[src/rtl/seq_alu_pkg.sv]
`default_nettype none
// ============================================================================
//  Module   : alu_pkg
//  Purpose  : Shared types and helpers for the seq_alu execute-stage ALU:
//             operation encodings, FSM state names, default datapath width
//             and the multi-cycle operation classifier.
//  Ports    : none (package)
//  Revision : 1.0 - initial release
// ============================================================================
package alu_pkg;

    localparam int XLEN_DEFAULT = 32;

    // Codes 0000-0111 keep the legacy 3-bit ALU meanings; 1101-1111 reserved.
    typedef enum logic [3:0] {
        ALU_ADD  = 4'b0000,
        ALU_SUB  = 4'b0001,
        ALU_AND  = 4'b0010,
        ALU_OR   = 4'b0011,
        ALU_XOR  = 4'b0100,
        ALU_SLT  = 4'b0101,
        ALU_SLTU = 4'b0110,
        ALU_SLL  = 4'b0111,
        ALU_SRL  = 4'b1000,
        ALU_SRA  = 4'b1001,
        ALU_MUL  = 4'b1010,
        ALU_DIVU = 4'b1011,
        ALU_REMU = 4'b1100
    } alu_op_e;

    typedef enum logic [1:0] {
        IDLE = 2'd0,
        MUL  = 2'd1,
        DIV  = 2'd2,
        DONE = 2'd3
    } alu_state_e;

    function automatic logic is_multicycle(input alu_op_e op);
        return (op == ALU_MUL) || (op == ALU_DIVU) || (op == ALU_REMU);
    endfunction

endpackage
`default_nettype wire

[src/rtl/seq_alu_if.sv]
`default_nettype none
// ============================================================================
//  Module   : seq_alu_if
//  Purpose  : Request/response bundle between the control unit (master) and
//             the seq_alu execute block (slave).
//  Signals  : in_valid/in_ready, srcA, srcB, ALUControl  - request side
//             out_valid/out_ready, ALUResult, Zero      - response side
//             busy                                       - iterative op running
//  Revision : 1.0 - initial release
// ============================================================================
interface seq_alu_if
    import alu_pkg::*;
#(
    parameter int XLEN = XLEN_DEFAULT
);
    logic            in_valid;
    logic            in_ready;
    logic [XLEN-1:0] srcA;
    logic [XLEN-1:0] srcB;
    logic [3:0]      ALUControl;
    logic            out_valid;
    logic            out_ready;
    logic [XLEN-1:0] ALUResult;
    logic            Zero;
    logic            busy;

    modport master (
        output in_valid, srcA, srcB, ALUControl, out_ready,
        input  in_ready, out_valid, ALUResult, Zero, busy
    );

    modport slave (
        input  in_valid, srcA, srcB, ALUControl, out_ready,
        output in_ready, out_valid, ALUResult, Zero, busy
    );
endinterface
`default_nettype wire

[src/rtl/seq_alu_muldiv.sv]
`default_nettype none
// ============================================================================
//  Module   : iter_muldiv
//  Purpose  : Shared iterative datapath: shift-add multiplier (low XLEN bits)
//             and restoring unsigned divider, one bit per cycle, XLEN cycles.
//  Ports    : clk, reset  - clock, synchronous active-high reset
//             start_i     - latch operands/op and begin an XLEN-step run
//             op_i        - ALU_MUL, ALU_DIVU or ALU_REMU
//             a_i, b_i    - operands (b_i must be non-zero for divides)
//             done_o      - high during the last step of a run
//             result_o    - final result, valid while done_o is high
//  Revision : 1.0 - initial release
// ============================================================================
module iter_muldiv
    import alu_pkg::*;
#(
    parameter int XLEN = XLEN_DEFAULT
) (
    input  wire logic            clk,
    input  wire logic            reset,
    input  wire logic            start_i,
    input  alu_op_e              op_i,
    input  wire logic [XLEN-1:0] a_i,
    input  wire logic [XLEN-1:0] b_i,
    output logic                 done_o,
    output logic [XLEN-1:0]      result_o
);
    localparam int CNT_W = $clog2(XLEN) + 1;

    // Register roles shared between the two algorithms:
    //   acc : product accumulator        | partial remainder
    //   opa : multiplicand, shifts left  | dividend in, quotient bits out
    //   opb : multiplier, shifts right   | divisor (constant)
    alu_op_e            op_q;
    logic [CNT_W-1:0]   cnt_q, cnt_d;
    logic [XLEN-1:0]    acc_q, acc_d;
    logic [XLEN-1:0]    opa_q, opa_d;
    logic [XLEN-1:0]    opb_q, opb_d;

    logic               running;
    logic               is_mul;
    logic [XLEN:0]      rem_shift;
    logic [XLEN:0]      rem_diff;
    logic [XLEN-1:0]    step_acc;
    logic [XLEN-1:0]    step_opa;
    logic [XLEN-1:0]    step_opb;

    assign running = (cnt_q != '0);
    assign is_mul  = (op_q == ALU_MUL);

    // Bring the next dividend bit into the remainder and try the subtract;
    // bit XLEN of the difference is the borrow (remainder < divisor).
    assign rem_shift = {acc_q, opa_q[XLEN-1]};
    assign rem_diff  = rem_shift - {1'b0, opb_q};

    always_comb begin
        step_acc = acc_q;
        step_opa = opa_q;
        step_opb = opb_q;
        if (is_mul) begin
            step_acc = acc_q + (opb_q[0] ? opa_q : '0);
            step_opa = opa_q << 1;
            step_opb = opb_q >> 1;
        end else if (!rem_diff[XLEN]) begin
            step_acc = rem_diff[XLEN-1:0];
            step_opa = {opa_q[XLEN-2:0], 1'b1};
        end else begin
            step_acc = rem_shift[XLEN-1:0];
            step_opa = {opa_q[XLEN-2:0], 1'b0};
        end
    end

    always_comb begin
        cnt_d = cnt_q;
        acc_d = acc_q;
        opa_d = opa_q;
        opb_d = opb_q;
        if (start_i) begin
            cnt_d = CNT_W'(XLEN);
            acc_d = '0;
            opa_d = a_i;
            opb_d = b_i;
        end else if (running) begin
            cnt_d = cnt_q - CNT_W'(1);
            acc_d = step_acc;
            opa_d = step_opa;
            opb_d = step_opb;
        end
    end

    always_ff @(posedge clk) begin
        if (reset) begin
            op_q  <= ALU_ADD;
            cnt_q <= '0;
            acc_q <= '0;
            opa_q <= '0;
            opb_q <= '0;
        end else begin
            if (start_i) begin
                op_q <= op_i;
            end
            cnt_q <= cnt_d;
            acc_q <= acc_d;
            opa_q <= opa_d;
            opb_q <= opb_d;
        end
    end

    // Result comes from the last step's next values so the caller can
    // register it on the same edge that finishes the run.
    assign done_o   = (cnt_q == CNT_W'(1));
    assign result_o = (is_mul || (op_q == ALU_REMU)) ? step_acc : step_opa;

endmodule
`default_nettype wire

[src/rtl/seq_alu.sv]
`default_nettype none
// ============================================================================
//  Module   : seq_alu
//  Purpose  : Multi-cycle execute-stage ALU behind a valid/ready handshake.
//             Single-cycle ops return after one cycle; MUL/DIVU/REMU iterate
//             one bit per cycle in iter_muldiv.
//  Ports    : clk    - rising-edge clock
//             reset  - synchronous active-high reset
//             bus    - seq_alu_if.slave: in_valid/in_ready, srcA, srcB,
//                      ALUControl, out_valid/out_ready, ALUResult, Zero, busy
//  Revision : 1.0 - initial release
// ============================================================================
module seq_alu
    import alu_pkg::*;
#(
    parameter int XLEN    = XLEN_DEFAULT,
    parameter int SHAMT_W = $clog2(XLEN)
) (
    input  wire logic  clk,
    input  wire logic  reset,
    seq_alu_if.slave   bus
);
    localparam logic [1:0] S_IDLE = IDLE;
    localparam logic [1:0] S_MUL  = MUL;
    localparam logic [1:0] S_DIV  = DIV;
    localparam logic [1:0] S_DONE = DONE;

    logic [1:0]         state_q, state_d;
    logic [XLEN-1:0]    result_q, result_d;
    logic               zero_q, zero_d;

    alu_op_e            op;
    logic [SHAMT_W-1:0] shamt;
    logic               accept;
    logic               b_is_zero;
    logic               md_start;
    logic               md_done;
    logic [XLEN-1:0]    md_result;
    logic [XLEN-1:0]    single_res;

    assign op        = alu_op_e'(bus.ALUControl);
    assign shamt     = bus.srcB[SHAMT_W-1:0];
    assign accept    = bus.in_valid && (state_q == S_IDLE);
    assign b_is_zero = (bus.srcB == '0);

    // Divide by zero never enters the iterative unit; its result is a
    // one-cycle constant produced by the single-cycle path below.
    assign md_start  = accept && is_multicycle(op) && !((op != ALU_MUL) && b_is_zero);

    always_comb begin
        single_res = '0;
        case (op)
            ALU_ADD:  single_res = bus.srcA + bus.srcB;
            ALU_SUB:  single_res = bus.srcA - bus.srcB;
            ALU_AND:  single_res = bus.srcA & bus.srcB;
            ALU_OR:   single_res = bus.srcA | bus.srcB;
            ALU_XOR:  single_res = bus.srcA ^ bus.srcB;
            ALU_SLT:  single_res = {{(XLEN-1){1'b0}}, ($signed(bus.srcA) < $signed(bus.srcB))};
            ALU_SLTU: single_res = {{(XLEN-1){1'b0}}, (bus.srcA < bus.srcB)};
            ALU_SLL:  single_res = bus.srcA << shamt;
            ALU_SRL:  single_res = bus.srcA >> shamt;
            ALU_SRA:  single_res = $unsigned($signed(bus.srcA) >>> shamt);
            ALU_DIVU: single_res = '1;
            ALU_REMU: single_res = bus.srcA;
            default:  single_res = '0;
        endcase
    end

    iter_muldiv #(
        .XLEN     (XLEN)
    ) u_muldiv (
        .clk      (clk),
        .reset    (reset),
        .start_i  (md_start),
        .op_i     (op),
        .a_i      (bus.srcA),
        .b_i      (bus.srcB),
        .done_o   (md_done),
        .result_o (md_result)
    );

    always_comb begin
        state_d  = state_q;
        result_d = result_q;
        zero_d   = zero_q;
        case (state_q)
            S_IDLE: begin
                if (accept) begin
                    if (md_start) begin
                        state_d = (op == ALU_MUL) ? S_MUL : S_DIV;
                    end else begin
                        state_d  = S_DONE;
                        result_d = single_res;
                        zero_d   = (single_res == '0);
                    end
                end
            end
            S_MUL, S_DIV: begin
                if (md_done) begin
                    state_d  = S_DONE;
                    result_d = md_result;
                    zero_d   = (md_result == '0);
                end
            end
            S_DONE: begin
                if (bus.out_ready) begin
                    state_d = S_IDLE;
                end
            end
            default: state_d = S_IDLE;
        endcase
    end

    always_ff @(posedge clk) begin
        if (reset) begin
            state_q  <= S_IDLE;
            result_q <= '0;
            zero_q   <= 1'b1;
        end else begin
            state_q  <= state_d;
            result_q <= result_d;
            zero_q   <= zero_d;
        end
    end

    assign bus.in_ready  = (state_q == S_IDLE);
    assign bus.out_valid = (state_q == S_DONE);
    assign bus.busy      = (state_q == S_MUL) || (state_q == S_DIV);
    assign bus.ALUResult = result_q;
    assign bus.Zero      = zero_q;

endmodule
`default_nettype wire

[src/flat_wrapper.sv]
// flat-port wrapper written by rule: the top's interface ports become plain ports
module seq_alu_flat import alu_pkg::*;
#(
    parameter int XLEN    = XLEN_DEFAULT,
    parameter int SHAMT_W = $clog2(XLEN)
)
  (clk, reset, bus_in_valid, bus_srcA, bus_srcB, bus_ALUControl, bus_out_ready, bus_in_ready, bus_out_valid, bus_ALUResult, bus_Zero, bus_busy);
  seq_alu_if #(.XLEN(XLEN)) bus_i ();
  input  wire logic clk;
  input  wire logic reset;
  input wire logic [$bits(bus_i.in_valid)-1:0] bus_in_valid;
  input wire logic [$bits(bus_i.srcA)-1:0] bus_srcA;
  input wire logic [$bits(bus_i.srcB)-1:0] bus_srcB;
  input wire logic [$bits(bus_i.ALUControl)-1:0] bus_ALUControl;
  input wire logic [$bits(bus_i.out_ready)-1:0] bus_out_ready;
  output wire logic [$bits(bus_i.in_ready)-1:0] bus_in_ready;
  output wire logic [$bits(bus_i.out_valid)-1:0] bus_out_valid;
  output wire logic [$bits(bus_i.ALUResult)-1:0] bus_ALUResult;
  output wire logic [$bits(bus_i.Zero)-1:0] bus_Zero;
  output wire logic [$bits(bus_i.busy)-1:0] bus_busy;
  assign bus_i.in_valid = bus_in_valid;
  assign bus_i.srcA = bus_srcA;
  assign bus_i.srcB = bus_srcB;
  assign bus_i.ALUControl = bus_ALUControl;
  assign bus_i.out_ready = bus_out_ready;
  assign bus_in_ready = bus_i.in_ready;
  assign bus_out_valid = bus_i.out_valid;
  assign bus_ALUResult = bus_i.ALUResult;
  assign bus_Zero = bus_i.Zero;
  assign bus_busy = bus_i.busy;
  seq_alu #(.XLEN(XLEN), .SHAMT_W(SHAMT_W)) u_core (.clk(clk), .reset(reset), .bus(bus_i));
endmodule
[config.mk]
export PLATFORM = sky130hd
export DESIGN_NAME = seq_alu_flat
export DESIGN_NICKNAME = d
export VERILOG_FILES = /design/src/rtl/seq_alu_pkg.sv /design/src/rtl/seq_alu_if.sv /design/src/rtl/seq_alu_muldiv.sv /design/src/rtl/seq_alu.sv /design/src/flat_wrapper.sv
export SDC_FILE = /design/constraint.sdc
export NUM_CORES = 1
export LEC_CHECK = 0
export CELL_PAD_IN_SITES_DETAIL_PLACEMENT = 0
export CELL_PAD_IN_SITES_GLOBAL_PLACEMENT = 1
export CORE_MARGIN = 3
export CORE_UTILIZATION = 45
export CTS_BUF_LIST = sky130_fd_sc_hd__clkbuf_4
export DETAILED_ROUTE_END_ITERATION = 8
export PLACE_DENSITY_LB_ADDON = 0.08
export SYNTH_ARGS = -nofsm -noshare
export SYNTH_HDL_FRONTEND = slang
export SYNTH_SLANG_ARGS = --single-unit
export TNS_END_PERCENT = 30
[constraint.sdc]
create_clock -name clk -period 8.1 [get_ports clk]
set_input_delay 2.43 -clock clk [delete_from_list [all_inputs] [get_ports clk]]
set_output_delay 2.43 -clock clk [all_outputs]
set_load 0.005 [all_outputs]
* After elaboration in Yosys (flattened, before gate mapping)
Index checks and enable logic that the tools add are counted.
Word-level totals: flip-flop bits (word level) 141, output and inout bits 36
Operators by class: eq/ne operators 23, order comparisons 2, add/sub/neg operators 5, bitwise gates (word level) 3, mux-type cells 28, shift operators 3, reductions and logical operators 23
Operators with widths (count):
- $mux 32 | 12
- $pmux 32 s12 | 1
- $logic_not 32->1 | 3
- $add 32x32->32 | 2
- $lt 32x32->1 | 2
- $pmux 32 s2 | 1
- $sub 33x32->33 | 1
- $and 32x32->32 | 1
- $or 32x32->32 | 1
- $shl 32x5->32 | 1
- $shr 32x5->32 | 1
- $sshr 32x5->32 | 1
- $sub 32x32->32 | 1
- $xor 32x32->32 | 1
- $eq 4x4->1 const B | 7
- $eq 4x3->1 const B | 4
- $mux 6 | 2
- $mux 2 | 5
- $eq 4x2->1 const B | 2
- $eq 6x1->1 const B | 1
- $pmux 2 s3 | 1
- $reduce_bool 2->1 | 3
- $reduce_bool 6->1 | 1
- $sub 6x1->6 const B | 1
- other kinds (17) | 31

* Logic depth before layout (Yosys ltp)
Gate-level depths: netlist (run 1).
word-level depth 8, gate-level depth with buffers 19

* Cells and area by module
Synthesis (run 1) repeated with hierarchy kept, for this count alone.
Second synthesis, totals: cell total of the unflattened synthesis 2929, area total of the unflattened synthesis 20744.9 µm²
By module, submodules not included:
- seq_alu | times used 1, cells an instance 1634, area an instance 11747.5 µm²
- iter_muldiv | times used 1, cells an instance 1295, area an instance 8997.4 µm²

* Least setup slack after synthesis (run 1)
Ideal clock, no wire load.
path kind input port to flip-flop, start point input port bus_srcB[1], end point register u_core.zero_q, in the netlist u_core.bus.Zero, arrival 7124 ps, path buffers 5, stages 19, path slack 913 ps, cell sequence buf_2 > inv_1 > clkbuf_1 > clkbuf_1 > buf_2 > buf_1 > fa_1 > nand2b_1 > a2111o_1 > a21oi_1 > o211ai_1 > and2_1 > a221o_1 > a21oi_1 > nor4bb_1 > nand4_1 > or4_1 > or4_1 > nand3_1
On the way: longest elaborated chain between the ends 6, elaborated cells between the ends (all ways) 21, classes of those cells add/sub: 2; order compare: 2; eq/ne: 1; shift: 3; mux: 4; bitwise: 3; reduce/logical: 6
Ends and longest elaborated chain:
- start: declaration | RTL line flat_wrapper.sv:13 | input wire logic [$bits(bus_i.srcB)-1:0] bus_srcB;
- $sub 32x32->32, or another cell as far along | RTL line seq_alu.sv:54 | ALU_SUB: single_res = bus.srcA - bus.srcB;
- $pmux 32 s12 / $logic_and 1x1->1 (equally long branches) | RTL line seq_alu.sv:52, seq_alu.sv:48
- $logic_not 32->1 / $logic_not 1->1 (equally long branches) | RTL line seq_alu.sv:94, seq_alu.sv:48
- $mux 1 / $logic_and 1x1->1 (equally long branches) | RTL line seq_alu.sv:89, seq_alu.sv:48
- $mux 1 / $ne 2x2->1 (equally long branches)
- $pmux 1 s2 / $reduce_and 4->1 (equally long branches)
- end signal: assignment | RTL line seq_alu.sv:122 | zero_q <= zero_d;
- end: declaration | RTL line seq_alu.sv:30 | logic zero_q, zero_d;
Several ways; a longest one is shown, not always the timed one. The select of a mux whose other input is x is not followed. A chain may end at the register's enable or synchronous reset.

* Worst setup path after layout (run 1)
start point input port bus_ALUControl[1], end point register u_core.zero_q, in the netlist u_core.bus.Zero
On the way: longest elaborated chain between the ends 7, elaborated cells between the ends (all ways) 27, classes of those cells eq/ne: 14; mux: 4; reduce/logical: 9
Ends and longest elaborated chain:
- start: declaration | RTL line flat_wrapper.sv:14 | input wire logic [$bits(bus_i.ALUControl)-1:0] bus_ALUControl;
- parallel branches: the longest is 7 deep, another holds $pmux 32 s12
Parallel ways; which one is timed is not known. The select of a mux whose other input is x is not followed.

==> results of run 1 <==
[logic make-up (layout without fill, tap and decap cells)]
logic type / Yosys count / count (layout) / share of synthesized area [%]
xor+xnor: 55 / 55 / 2.21
compound gates: 1032 / 1032 / 32.0
fa+ha+maj: 177 / 177 / 10.3
flops: 141 / 141 / 13.0
mux: 158 / 158 / 11.0
other cells: 0 / 2 / 0
simple gates: 1124 / 1124 / 23.9
buf+inv: 419 / 435 / 7.64
[worst max-delay path, cell delays in order]
cell,delay (ns)
clkdlybuf4s50_1,0.87
buf_4,0.39
nor3b_1,0.17
nand2_1,0.16
nor3_1,0.17
a2111oi_0,0.72
buf_4,0.24
and3_1,0.15
o211ai_1,0.28
nand4b_1,0.39
nor4_1,0.33
buf_4,0.16
nand4_1,0.17
or4_1,0.54
or4_1,0.48
nand3_1,0.09
[registers in the layout, summed over array words and instances, names as in the netlist]
register               count
u_core.bus.Zero            1
u_core.u_muldiv.cnt_q      6
u_core.u_muldiv.op_q       4
u_core.state_q             2
u_core.u_muldiv.opa_q     32
u_core.bus.ALUResult      32
u_core.u_muldiv.acc_q     32
u_core.u_muldiv.opb_q     32
[layout by cell type, fill, tap and decap left out, drive strengths merged, types with 16 or more instances in the layout]
cell type and count:
nand4 34, nor2b 27, and2 58, dfxtp 141, nor4 32, ha 173, a21oi 277, o221ai 21
inv 167, a311oi 46, o21ai 160, clkdlybuf4s50 100, nand3 70, nand2b 39, nand2 371, o22ai 30
and3 17, o21bai 16, xnor2 34, o2111ai 18, a31oi 29, mux4 60, buf 140, o211ai 54
a211oi 89, o21a 24, a22oi 35, o31ai 27, clkbuf 18, a21o 48, nor2 342, a221oi 26
mux2 30, mux2i 68, xor2 21, nor3 64, a211o 20
[path summary, 6_finish.rpt]
| path | cells past startpoint | endpoint | from | slack (ns) |
|---|---|---|---|---|
| worst max-delay path | 16 | u_core.bus.Zero | bus_ALUControl[1] | 0.90 |
| worst min-delay path | 2 | u_core.bus.ALUResult[12] | u_core.bus.ALUResult[12] | 0.47 |
| worst max register to register | 16 | u_core.bus.Zero | u_core.u_muldiv.opb_q[0] | 2.22 |
| worst min register to register | 2 | u_core.bus.ALUResult[12] | u_core.bus.ALUResult[12] | 0.47 |
[power breakdown]
group	switching [mW]	internal, mW
logic	2.83	1.61
registers	0.205	0.879
clock network	0.306	0.161
total	3.34	2.65
[area by class of cell]
type,count,area share [%]
Timing Repair Buffer,240,8.76
Antenna cell,2,0.0209
Multi-Input combinational cell,2546,72.6
Tap cell,615,3.21
Clock inverter,14,0.553
Clock buffer,18,0.563
Sequential cell,141,11.8
Inverter,163,2.55
[through the flow]
stage	cells	hold WS (ns)	utilization, %
floorplan	3106	0.448	-
global placement	3705	0.445	49.7
detailed placement	3705	0.450	49.7
CTS	3737	0.469	50.2
global route	3737	0.489	50.2
finish	3739	0.469	50.2
[layer usage]
| metal | track usage, % | part of all wire, % | vias up |
|---|---|---|---|
| met5 | 1.61 | 0.11 | - |
| met4 | 14.2 | 4.3 | 4 |
| met3 | 15.6 | 14 | 315 |
| met2 | 58.6 | 40 | 2031 |
| met1 | 59.0 | 41 | 12700 |
| li1 | - | - | 11500 |
==> summary.txt, run 1 <==
Outcome = complete, but fails checks
Failing checks = capacitance limit, slew limit
GRT Util Overall = 42.0%
Syn avg cell area = 7.01 um^2
Largest net degree at the start of global routing = 135
Final period utilization = 88.9%
Final setup violation count = 0
Placeable Area = 0.0477 mm^2
YS warnings = 0
Port Buf Inserts = 107
Worst path required time = 8.66 ns
Synth top cells by count = nand2_1 (371), nor2_1 (342), a21oi_1 (277)
Design area = 0.0240 mm^2
Post-synth ARST share = 0%
Netlist Area Pre-Place = 0.0218 mm^2
Mapped Cells = 3106
CTS root buf = clkbuf_4
Clk slew on worst S/H paths = 0.14 ns
First-pass DRT Iterations = 7
# Post-CTS Setup Buffers = 0
Synthesized flop and latch total = 141
TritonCTS buffer count = 17
Worst hold path class = flop to flop
Register area share after synthesis = 13.0%
Critical Path Fanout Max = 14
RSZ-0062 raised after global routing = no
HPWL after detailed placement = 87.1 mm
Number of DRC markers in iteration 0 = 4419
Wire per inst = 29.8 um
Top FF cell, synth = dfxtp_1
Die X = 226 um
Fill cells = 4820
Synth area leader = dfxtp_1
Post-synthesis to final-layout area growth = 10.1%
Clk buf depth = 2
Synth top area cells = dfxtp_1 (13%), ha_1 (9.9%), nand2_1 (6.4%)
Startpoint types = input port
Global-route wire length before repair = 161 mm
Post-place setup slack = 0.566 ns
Leak = 9.65 nW
H-tree levels = 4
Initial Utilization = 45.6%
Initial antenna violation count = 2
Area occupied by multi-input gates = 0.0174 mm^2
Register area = 0.00282 mm^2
Congestion Overflow GR = 0
Worst-Skew Late Latency = 0.63 ns
Setup ws final = 0.900 ns
Max-Cap Viols = 1
Tmin final = 7.20 ns
Routed vias = 26500
Clock Skews = 0.0413 ns
# hold bufs at CTS = 0
# resized after CTS = 0
Kind of critical path = input port to flop
DRT Wirelength = 111 mm
Vias in the first global route = 23900
Final #Nets = 3358
Via density = 7.09
CTS tree = yes
Cell Rows = 80
Synth Net Count = 3355
Slew HR = -2.32%
Worst slew pin tran = 1.53 ns
Share of Yosys cell area claimed by the top area cell type = 13.0%
Worst EP arrival = 7.76 ns
IO Pins = 108
Clk sinks = 141
Power per cell area = 250 mW/mm^2
Routed Antenna Nets = 0
DRC Markers = 0
Final hold violations = 0
Worst vdd ir = 0.000202 V
Cell with the most instances after synthesis = nand2_1
Area after DPL = 0.0237 mm^2
Total power = 5.99 mW
RD Place Congestion = 1.12
Pins over their slew limit = 3
Number of flops mapped to enable cells by yosys = 0
CP endpoint kind = flop
Setup TNS = 0 ns
Peak Freq = 139 MHz
Die area = 0.0511 mm^2
Fraction of layout cells with a size suffix above 1 = 9.39%
Die height = 226 um
Distinct cell type count after synthesis = 89
No activity file was read; power rests on OpenSTA's default activity.
==> inputs of run 2 (changes only) <==
--- a/config.mk
+++ b/config.mk
@@ -9,7 +9,6 @@
 export CELL_PAD_IN_SITES_GLOBAL_PLACEMENT = 1
 export CORE_MARGIN = 3
 export CORE_UTILIZATION = 45
-export CTS_BUF_LIST = sky130_fd_sc_hd__clkbuf_4
 export DETAILED_ROUTE_END_ITERATION = 8
 export PLACE_DENSITY_LB_ADDON = 0.08
 export SYNTH_ARGS = -nofsm -noshare
==> run 2 against run 1 <==
Net effect: the flow finishes with violations (capacitance limit); final area increased by 1.3%; hold slack worse by 0.0056 ns; utilization increased by 0.64 points; register-to-register slack better by 0.07 ns; largest cell class unchanged.
==> summary.txt, run 2 (synthesis gave the netlist of run 1 again) <==
Cell Rows = 80
CTS root buf = clkbuf_16
Kind of critical path = input port to flop
Critical Path Fanout Max = 12
Peak Freq = 134 MHz
Worst path cell trace = clkdlybuf4s50_1, mux2_4, o211ai_1, o211ai_1, or4_4, a211oi_2, nand3_1, nor4_1, buf_4, nand4_1, or4_1, or4_1, nand3_1
Leak = 9.78 nW
CP endpoint kind = flop
Area occupied by multi-input gates = 0.0174 mm^2
DRC Markers = 0
Register area = 0.00282 mm^2
Final hold violations = 0
Final setup violation count = 0
Worst slew pin tran = 1.49 ns
Initial Utilization = 45.6%
Final #Nets = 3358
GRT Util Overall = 42.0%
Routed vias = 26700
Worst-Skew Late Latency = 0.44 ns
Worst hold path class = flop to flop
RD Place Congestion = 1.12
Max stage delay on crit path = 0.87 ns
RSZ-0062 raised after global routing = no
# resized after CTS = 0
R2r setup slk = 2.29 ns
Post-synthesis to final-layout area growth = 11.5%
Largest net degree at the start of global routing = 135
Worst-case reg-to-reg path depth = 16
# Post-CTS Setup Buffers = 0
Vias in the first global route = 24000
Most frequent cells in the layout = nand2_1 (371), nor2_1 (341), a21oi_1 (277)
Fraction of layout cells with a size suffix above 1 = 9.39%
Clk buf depth = 2
Worst hold start = u_core.bus.ALUResult[8]
Die height = 226 um
Pins over their slew limit = 0
Worst Hold Endpoint = u_core.bus.ALUResult[8]
Failing checks = capacitance limit
FF-to-FF Start = u_core.u_muldiv.opb_q[0]
Power per cell area = 260 mW/mm^2
Slew HR = 0.159%
Die X = 226 um
Die area = 0.0511 mm^2
Via density = 7.14
Final period utilization = 91.8%
Outcome = complete, but fails checks
Global-route wire length before repair = 161 mm
TritonCTS buffer count = 17
Congestion Overflow GR = 0
Reg2reg end = u_core.bus.Zero
Worst vdd ir = 0.000276 V
Tmin final = 7.44 ns
Startpoint types = input port
# hold bufs at CTS = 0
Port Buf Inserts = 107
First-pass DRT Iterations = 7
Clk sinks = 141
Initial antenna violation count = 2
Post-place setup slack = 0.566 ns
Slowest cell on the critical path = o211ai_1
Clk slew on worst S/H paths = 0.06 ns
Number of DRC markers in iteration 0 = 4407
Placeable Area = 0.0477 mm^2
Wire per inst = 29.9 um
IO Pins = 108
CTS tree = yes
HPWL after detailed placement = 87.1 mm
Worst path required time = 8.47 ns
Most common cell after layout, fill and taps aside = nand2_1
Routed Antenna Nets = 0
Clock Skews = 0.0154 ns
DRT Wirelength = 112 mm
Hold-critical path depth = 2
H-tree levels = 4
Setup ws final = 0.661 ns
Max-Cap Viols = 1
Worst EP arrival = 7.81 ns
Setup TNS = 0 ns
Fill cells = 4785
-- run 2: through the flow --
stage / hold slack [ns] / total power [mW] / utilization, % / cells / cell area, um^2
2_1_floorplan: 0.448 / 3.86 / - / 3106 / 21800
3_3_place_gp: 0.445 / 5.29 / 49.7 / 3705 / 23700
3_5_place_dp: 0.450 / 5.36 / 49.7 / 3705 / 23700
4_1_cts: 0.459 / 6.15 / 50.9 / 3737 / 24300
5_1_grt: 0.479 / 6.66 / 50.9 / 3737 / 24300
6_report: 0.463 / 6.32 / 50.9 / 3739 / 24300
-- run 2: worst max-delay path by stage --
stage	startpoint	endpoint	slack [ns]
finish	bus_srcA[1]	u_core.bus.Zero	0.66
global route	bus_srcB[5]	u_core.bus.Zero	0.58
CTS	bus_srcB[5]	u_core.bus.Zero	1.00
detailed placement	bus_srcB[5]	u_core.bus.Zero	0.57
global placement	bus_ALUControl[1]	u_core.bus.Zero	0.51
floorplan	bus_srcB[1]	u_core.bus.Zero	0.91
-- run 2: layout make-up --
type	count	area share, %
Clock buffer	19	1.82
Inverter	163	2.52
Sequential cell	141	11.6
Timing Repair Buffer	240	8.65
Multi-Input combinational cell	2546	71.7
Antenna cell	2	0.0206
Clock inverter	13	0.531
Tap cell	615	3.17
-- run 2: worst max-delay path, delay by kind of cell --
| kind | cells | cell delay, ns |
|---|---|---|
| buf+inv | 2 | 1.00 |
| mux | 1 | 0.50 |
| simple gates | 7 | 2.34 |
| compound gates | 3 | 1.52 |
-- run 2: power breakdown --
part	internal (mW)	total [mW]	leakage (nW)	switching, mW
combinational	1.61	4.46	8.36	2.84
sequential	0.881	1.09	1.15	0.206
clock	0.437	0.779	0.269	0.342
total	2.93	6.32	9.78	3.39
-- run 2: routing by layer --
metal	up-vias	wire length (um)	GRT usage (%)
li1	11500	-	-
met1	12800	45900	58.9
met2	2064	44300	58.6
met3	305	16400	15.3
met4	8	4890	15.1
met5	-	176	1.61
